$ cat src/rtl/uart_apb_regs.sv
// APB3 register bank for the UART: RX FIFO pop, TX FIFO push, sticky error flags,
// interrupt enable and baud divisor. Zero-wait-state, all outputs registered.
module uart_apb_regs #(
  parameter logic [15:0] P_BAUD_RST = 16'd434
) (
  input  logic        clk,
  input  logic        reset_n,
  input  logic        psel,
  input  logic        penable,
  input  logic        pwrite,
  input  logic [3:0]  paddr,
  input  logic [31:0] pwdata,
  output logic [31:0] prdata,
  output logic        pready,
  output logic        pslverr,
  output logic [15:0] baudrate,
  input  logic [7:0]  rx_data,
  input  logic        rx_empty,
  output logic        rx_pop,
  output logic [7:0]  tx_data,
  output logic        tx_push,
  input  logic        tx_full,
  output logic        irq
);

  typedef enum logic [1:0] {IDLE, SETUP, ACCESS} state_e;

  localparam logic [1:0] A_RXDATA = 2'd0;
  localparam logic [1:0] A_TXDATA = 2'd1;
  localparam logic [1:0] A_STATUS = 2'd2;
  localparam logic [1:0] A_BAUD   = 2'd3;

  state_e      state_q, state_d;
  logic [31:0] prdata_q, prdata_d;
  logic        pready_q, pready_d;
  logic        pslverr_q, pslverr_d;
  logic        rx_pop_q, rx_pop_d;
  logic        tx_push_q, tx_push_d;
  logic [7:0]  tx_data_q, tx_data_d;
  logic [15:0] baud_q, baud_d;
  logic        tx_ovf_q, tx_ovf_d;
  logic        rx_udf_q, rx_udf_d;
  logic        rxie_q, rxie_d;
  logic        irq_q, irq_d;
  logic        go;
  logic        set_ovf, set_udf, clr_ovf, clr_udf;

  logic unused_bits;
  assign unused_bits = ^{paddr[1:0], pwdata[31:16]};

  always_comb begin
    state_d = state_q;
    case (state_q)
      IDLE:    if (psel && !penable) state_d = SETUP;
      SETUP:   state_d = ACCESS;
      ACCESS:  state_d = (psel && !penable) ? SETUP : IDLE;
      default: state_d = IDLE;
    endcase
  end

  // The bus setup cycle is the one in which the FSM moves into SETUP; every
  // side effect is decided there and lands in registers for the access cycle.
  assign go = (state_d == SETUP);

  always_comb begin
    prdata_d  = prdata_q;
    pready_d  = 1'b0;
    pslverr_d = 1'b0;
    rx_pop_d  = 1'b0;
    tx_push_d = 1'b0;
    tx_data_d = tx_data_q;
    baud_d    = baud_q;
    rxie_d    = rxie_q;
    set_ovf   = 1'b0;
    set_udf   = 1'b0;
    clr_ovf   = 1'b0;
    clr_udf   = 1'b0;
    if (go) begin
      pready_d = 1'b1;
      prdata_d = 32'd0;
      case (paddr[3:2])
        A_RXDATA: begin
          if (pwrite) begin
            pslverr_d = 1'b1;
          end else if (!rx_empty) begin
            prdata_d = {24'd0, rx_data};
            rx_pop_d = 1'b1;
          end else begin
            set_udf = 1'b1;
          end
        end
        A_TXDATA: begin
          if (!pwrite) begin
            pslverr_d = 1'b1;
          end else if (!tx_full) begin
            tx_data_d = pwdata[7:0];
            tx_push_d = 1'b1;
          end else begin
            set_ovf = 1'b1;
          end
        end
        A_STATUS: begin
          if (pwrite) begin
            clr_ovf = pwdata[2];
            clr_udf = pwdata[3];
            rxie_d  = pwdata[4];
          end else begin
            prdata_d = {27'd0, rxie_q, rx_udf_q, tx_ovf_q, tx_full, rx_empty};
          end
        end
        A_BAUD: begin
          if (pwrite) baud_d = pwdata[15:0];
          else        prdata_d = {16'd0, baud_q};
        end
        default: ;
      endcase
    end
    // A fresh error event outranks a simultaneous W1C.
    tx_ovf_d = (tx_ovf_q & ~clr_ovf) | set_ovf;
    rx_udf_d = (rx_udf_q & ~clr_udf) | set_udf;
    irq_d    = rxie_q & ~rx_empty;
  end

  always_ff @(posedge clk) begin
    if (!reset_n) begin
      state_q   <= IDLE;
      prdata_q  <= 32'd0;
      pready_q  <= 1'b0;
      pslverr_q <= 1'b0;
      rx_pop_q  <= 1'b0;
      tx_push_q <= 1'b0;
      tx_data_q <= 8'd0;
      baud_q    <= P_BAUD_RST;
      tx_ovf_q  <= 1'b0;
      rx_udf_q  <= 1'b0;
      rxie_q    <= 1'b0;
      irq_q     <= 1'b0;
    end else begin
      state_q   <= state_d;
      prdata_q  <= prdata_d;
      pready_q  <= pready_d;
      pslverr_q <= pslverr_d;
      rx_pop_q  <= rx_pop_d;
      tx_push_q <= tx_push_d;
      tx_data_q <= tx_data_d;
      baud_q    <= baud_d;
      tx_ovf_q  <= tx_ovf_d;
      rx_udf_q  <= rx_udf_d;
      rxie_q    <= rxie_d;
      irq_q     <= irq_d;
    end
  end

  assign prdata   = prdata_q;
  assign pready   = pready_q;
  assign pslverr  = pslverr_q;
  assign rx_pop   = rx_pop_q;
  assign tx_push  = tx_push_q;
  assign tx_data  = tx_data_q;
  assign baudrate = baud_q;
  assign irq      = irq_q;

endmodule

$ cat config.mk
export PLATFORM = sky130hd
export DESIGN_NAME = uart_apb_regs
export DESIGN_NICKNAME = d
export VERILOG_FILES = /design/src/rtl/uart_apb_regs.sv
export SDC_FILE = /design/constraint.sdc
export NUM_CORES = 1
export LEC_CHECK = 0
export ABC_AREA = 1
export ABC_CLOCK_PERIOD_IN_PS = 1500
export BUFFER_PORTS_ARGS = -buffer_cell sky130_fd_sc_hd__buf_2
export CAP_MARGIN = 25
export CORE_MARGIN = 5
export CORE_UTILIZATION = 44
export CTS_CLUSTER_DIAMETER = 30
export DETAILED_ROUTE_END_ITERATION = 10
export PLACE_DENSITY = 0.8
export SLEW_MARGIN = 20
export SYNTH_ARGS = -nofsm -noshare
export SYNTH_HDL_FRONTEND = slang
export SYNTH_SLANG_ARGS = --single-unit
$ cat constraint.sdc
create_clock -name clk -period 1.5 [get_ports clk]
set_clock_uncertainty 0.1 [all_clocks]
set_input_delay 0.3 -clock clk [delete_from_list [all_inputs] [get_ports clk]]
set_output_delay 0.3 -clock clk [all_outputs]
set_load 0.01 [all_outputs]
==> reports/metrics.cfg <==
[worst_setup_path]
cp.required_ns = 1.64
timing.rr.end = prdata[3]
regToRegSetupSlack_ns = 0.18
startpoint_type = flop
crit_chain = inv_1 -> nand3_1 -> nor3_2 -> nand2_1 -> a21oi_1
critPathMaxStageDelay_ns = 0.34
cp_max_fo = 6
critPathArrivalTime_ns = 1.45
crit_path_top_delay_cell = dfxtp_1
end_kind = flop
reg2reg_depth = 5
crit_type = flop to flop
r2r-start = state_q[0]

[clocking]
post-cts-setup-buffers = 0
clock_latency_ns = 0.30
numClockSinks = 49
cts_buffers = 5
cts_tree = yes
path_clk_slew_ns = 0.09
cts.path.max_buffers = 2
cts.hold.buffers_added = 0
h-tree-depth = 2
post_cts_resized = 0
cts_root_buf = clkbuf_8

[floorplanning]
die_y_um = 78.8
row_count = 25
start_util = 0.447
core_area_um2 = 4660
die_w_um = 78.8
ios = 112
dieArea_um2 = 6210

[route]
drt-total-wl_mm = 5.42
vias = 2052
via_per_inst = 4.94
drt_iter0_drc = 130
drc = 0
antenna_left = 0
post_drt_wl_per_cell_um = 13.1
dr.pass1.iters = 4

[timing]
hold_viol_final = 0
grt_setup_unrepaired = no
min_period_over_period = 0.877
max_clock_freq_mhz = 760
slew_viol_final = 0
setup-violations-final = 0
setup-tns-final_ns = 0
fin_crit_ns = 1.32

[layout]
drive_above_1_share = 0.302
areaGrowthSynthToFinish_pct = 25.6
layout.nets = 411
fin_util = 0.561
antenna_cells = 0

[placed_design]
port_buffers = 77
hpwl_mm = 4.14
gp_congestion = 0.828

[yosys]
ys_warn_count = 0
netlist.top_cell.by_area = dfxtp_1
synth-main-ff-cell = dfxtp_1
ys_async_sr_fraction = 0
ys_seq_elements = 49
synth_top_area_share = 0.471
seq_area_frac_synth = 0.471
synth.most_common_cell = nand2_1
synth_cell_types = 21
netlist_instances = 276
yosys-top-cells-area = dfxtp_1 (47%), nand2_1 (13%), buf_4 (7.2%)
netlist_area_um2 = 2080
yosys-top-cells-count = nand2_1 (70), dfxtp_1 (49), nor2_1 (32)
syn_area_per_cell_um2 = 7.54
synth_edf_count = 0

[power_and_ir_drop]
power.density_nw_per_um2 = 981
vdd.ir_drop.worst_mv = 0.718
p_leak_uw = 0.00124

[global_route]
grt_max_degree = 19
grt_pass1_wl_mm = 8.81
grt_util_all_layers = 0.178
grt_overflow = 0
grt_pass1_vias = 1981
antenna_found_initial = 0

[hold_path]
holdPathStages = 3
whs_endpoint = baudrate[8]
hp-start = pwdata[8]
hold_class = input pin to flop

[run_status]
status = complete, no violations

[run]
maxCapViolCount = 0

[layout make-up]
type                    instances  area, µm²
fillers                       457       2050
flip-flops and latches         49        981
multi-input cells             201        915
repair buffers                 90        483
clock buffers                   6       82.6
well taps                      54       67.6
inverters                      13       48.8
clock inverters                 2       37.5
[layout by cell type, fill, tap and decap left out]
master / count
buf_4: 13
nand4_1: 10
clkinvlp_4: 1
nor2_4: 2
and3_1: 1
clkbuf_8: 6
nand2_1: 70
conb_1: 16
inv_1: 10
inv_2: 3
nor2_1: 32
nand3_2: 1
nand3_1: 23
nor2_2: 1
buf_2: 77
o21ai_0: 15
nand2_2: 1
nor3_2: 2
a21oi_1: 26
nand3_4: 1
bufinv_16: 1
dfxtp_1: 49
[through the flow]
step / hold slack (ns) / total power, µW / cell area, µm² / cells / worst slack, ns
global route: 0.104 / 2670 / 2620 / 415 / 0.0656
CTS: 0.0834 / 2590 / 2620 / 415 / 0.149
finish: 0.0903 / 2570 / 2620 / 415 / 0.185
global placement: 0.349 / 1610 / 2490 / 407 / 0.0728
detailed placement: 0.349 / 1610 / 2490 / 407 / 0.0172
floorplan: 0.272 / 1530 / 2140 / 291 / 0.249
[worst max-delay path, delay by kind of cell, from the launching register on]
| kind | cells | cell delay, ns |
|---|---|---|
| buffers and inverters | 1 | 0.05 |
| AO/OA/AOI/OAI | 1 | 0.14 |
| flip-flops | 1 | 0.34 |
| AND/OR/NAND/NOR | 3 | 0.63 |
[kinds of logic (layout without fill, tap and decap cells)]
kind of cell,after synthesis,after routing,synth area share
and+or+nand+nor,144,144,0.312
DFF,49,49,0.471
AOI/OAI and AO/OA,41,41,0.0986
buffers and inverters,41,111,0.117
other,1,16,0.00180
[metal layers]
metal	wire length, µm	part of all wire	GRT usage
met1	2170	0.40	0.202
met2	2700	0.50	0.311
met3	403	0.074	0.0442
met4	144	0.027	0.0874
met5	0	0	0
[worst max path at each step]
| stage | from | endpoint | slack [ns] | cells after the start |
|---|---|---|---|---|
| floorplan | penable | baudrate[11] | 0.25 | 7 |
| global placement | penable | tx_data[3] | 0.07 | 8 |
| detailed placement | penable | baudrate[10] | 0.02 | 8 |
| CTS | state_q[0] | prdata[5] | 0.15 | 5 |
| global route | state_q[0] | prdata[3] | 0.07 | 5 |
| finish | state_q[0] | prdata[3] | 0.18 | 5 |
[power by group]
part,internal [µW],switching (µW),total (µW)
Clock,542,440,982
Sequential,1320,10.8,1330
Combinational,91.3,164,255
Total,1950,614,2570
No activity file was read; power rests on OpenSTA's default activity.
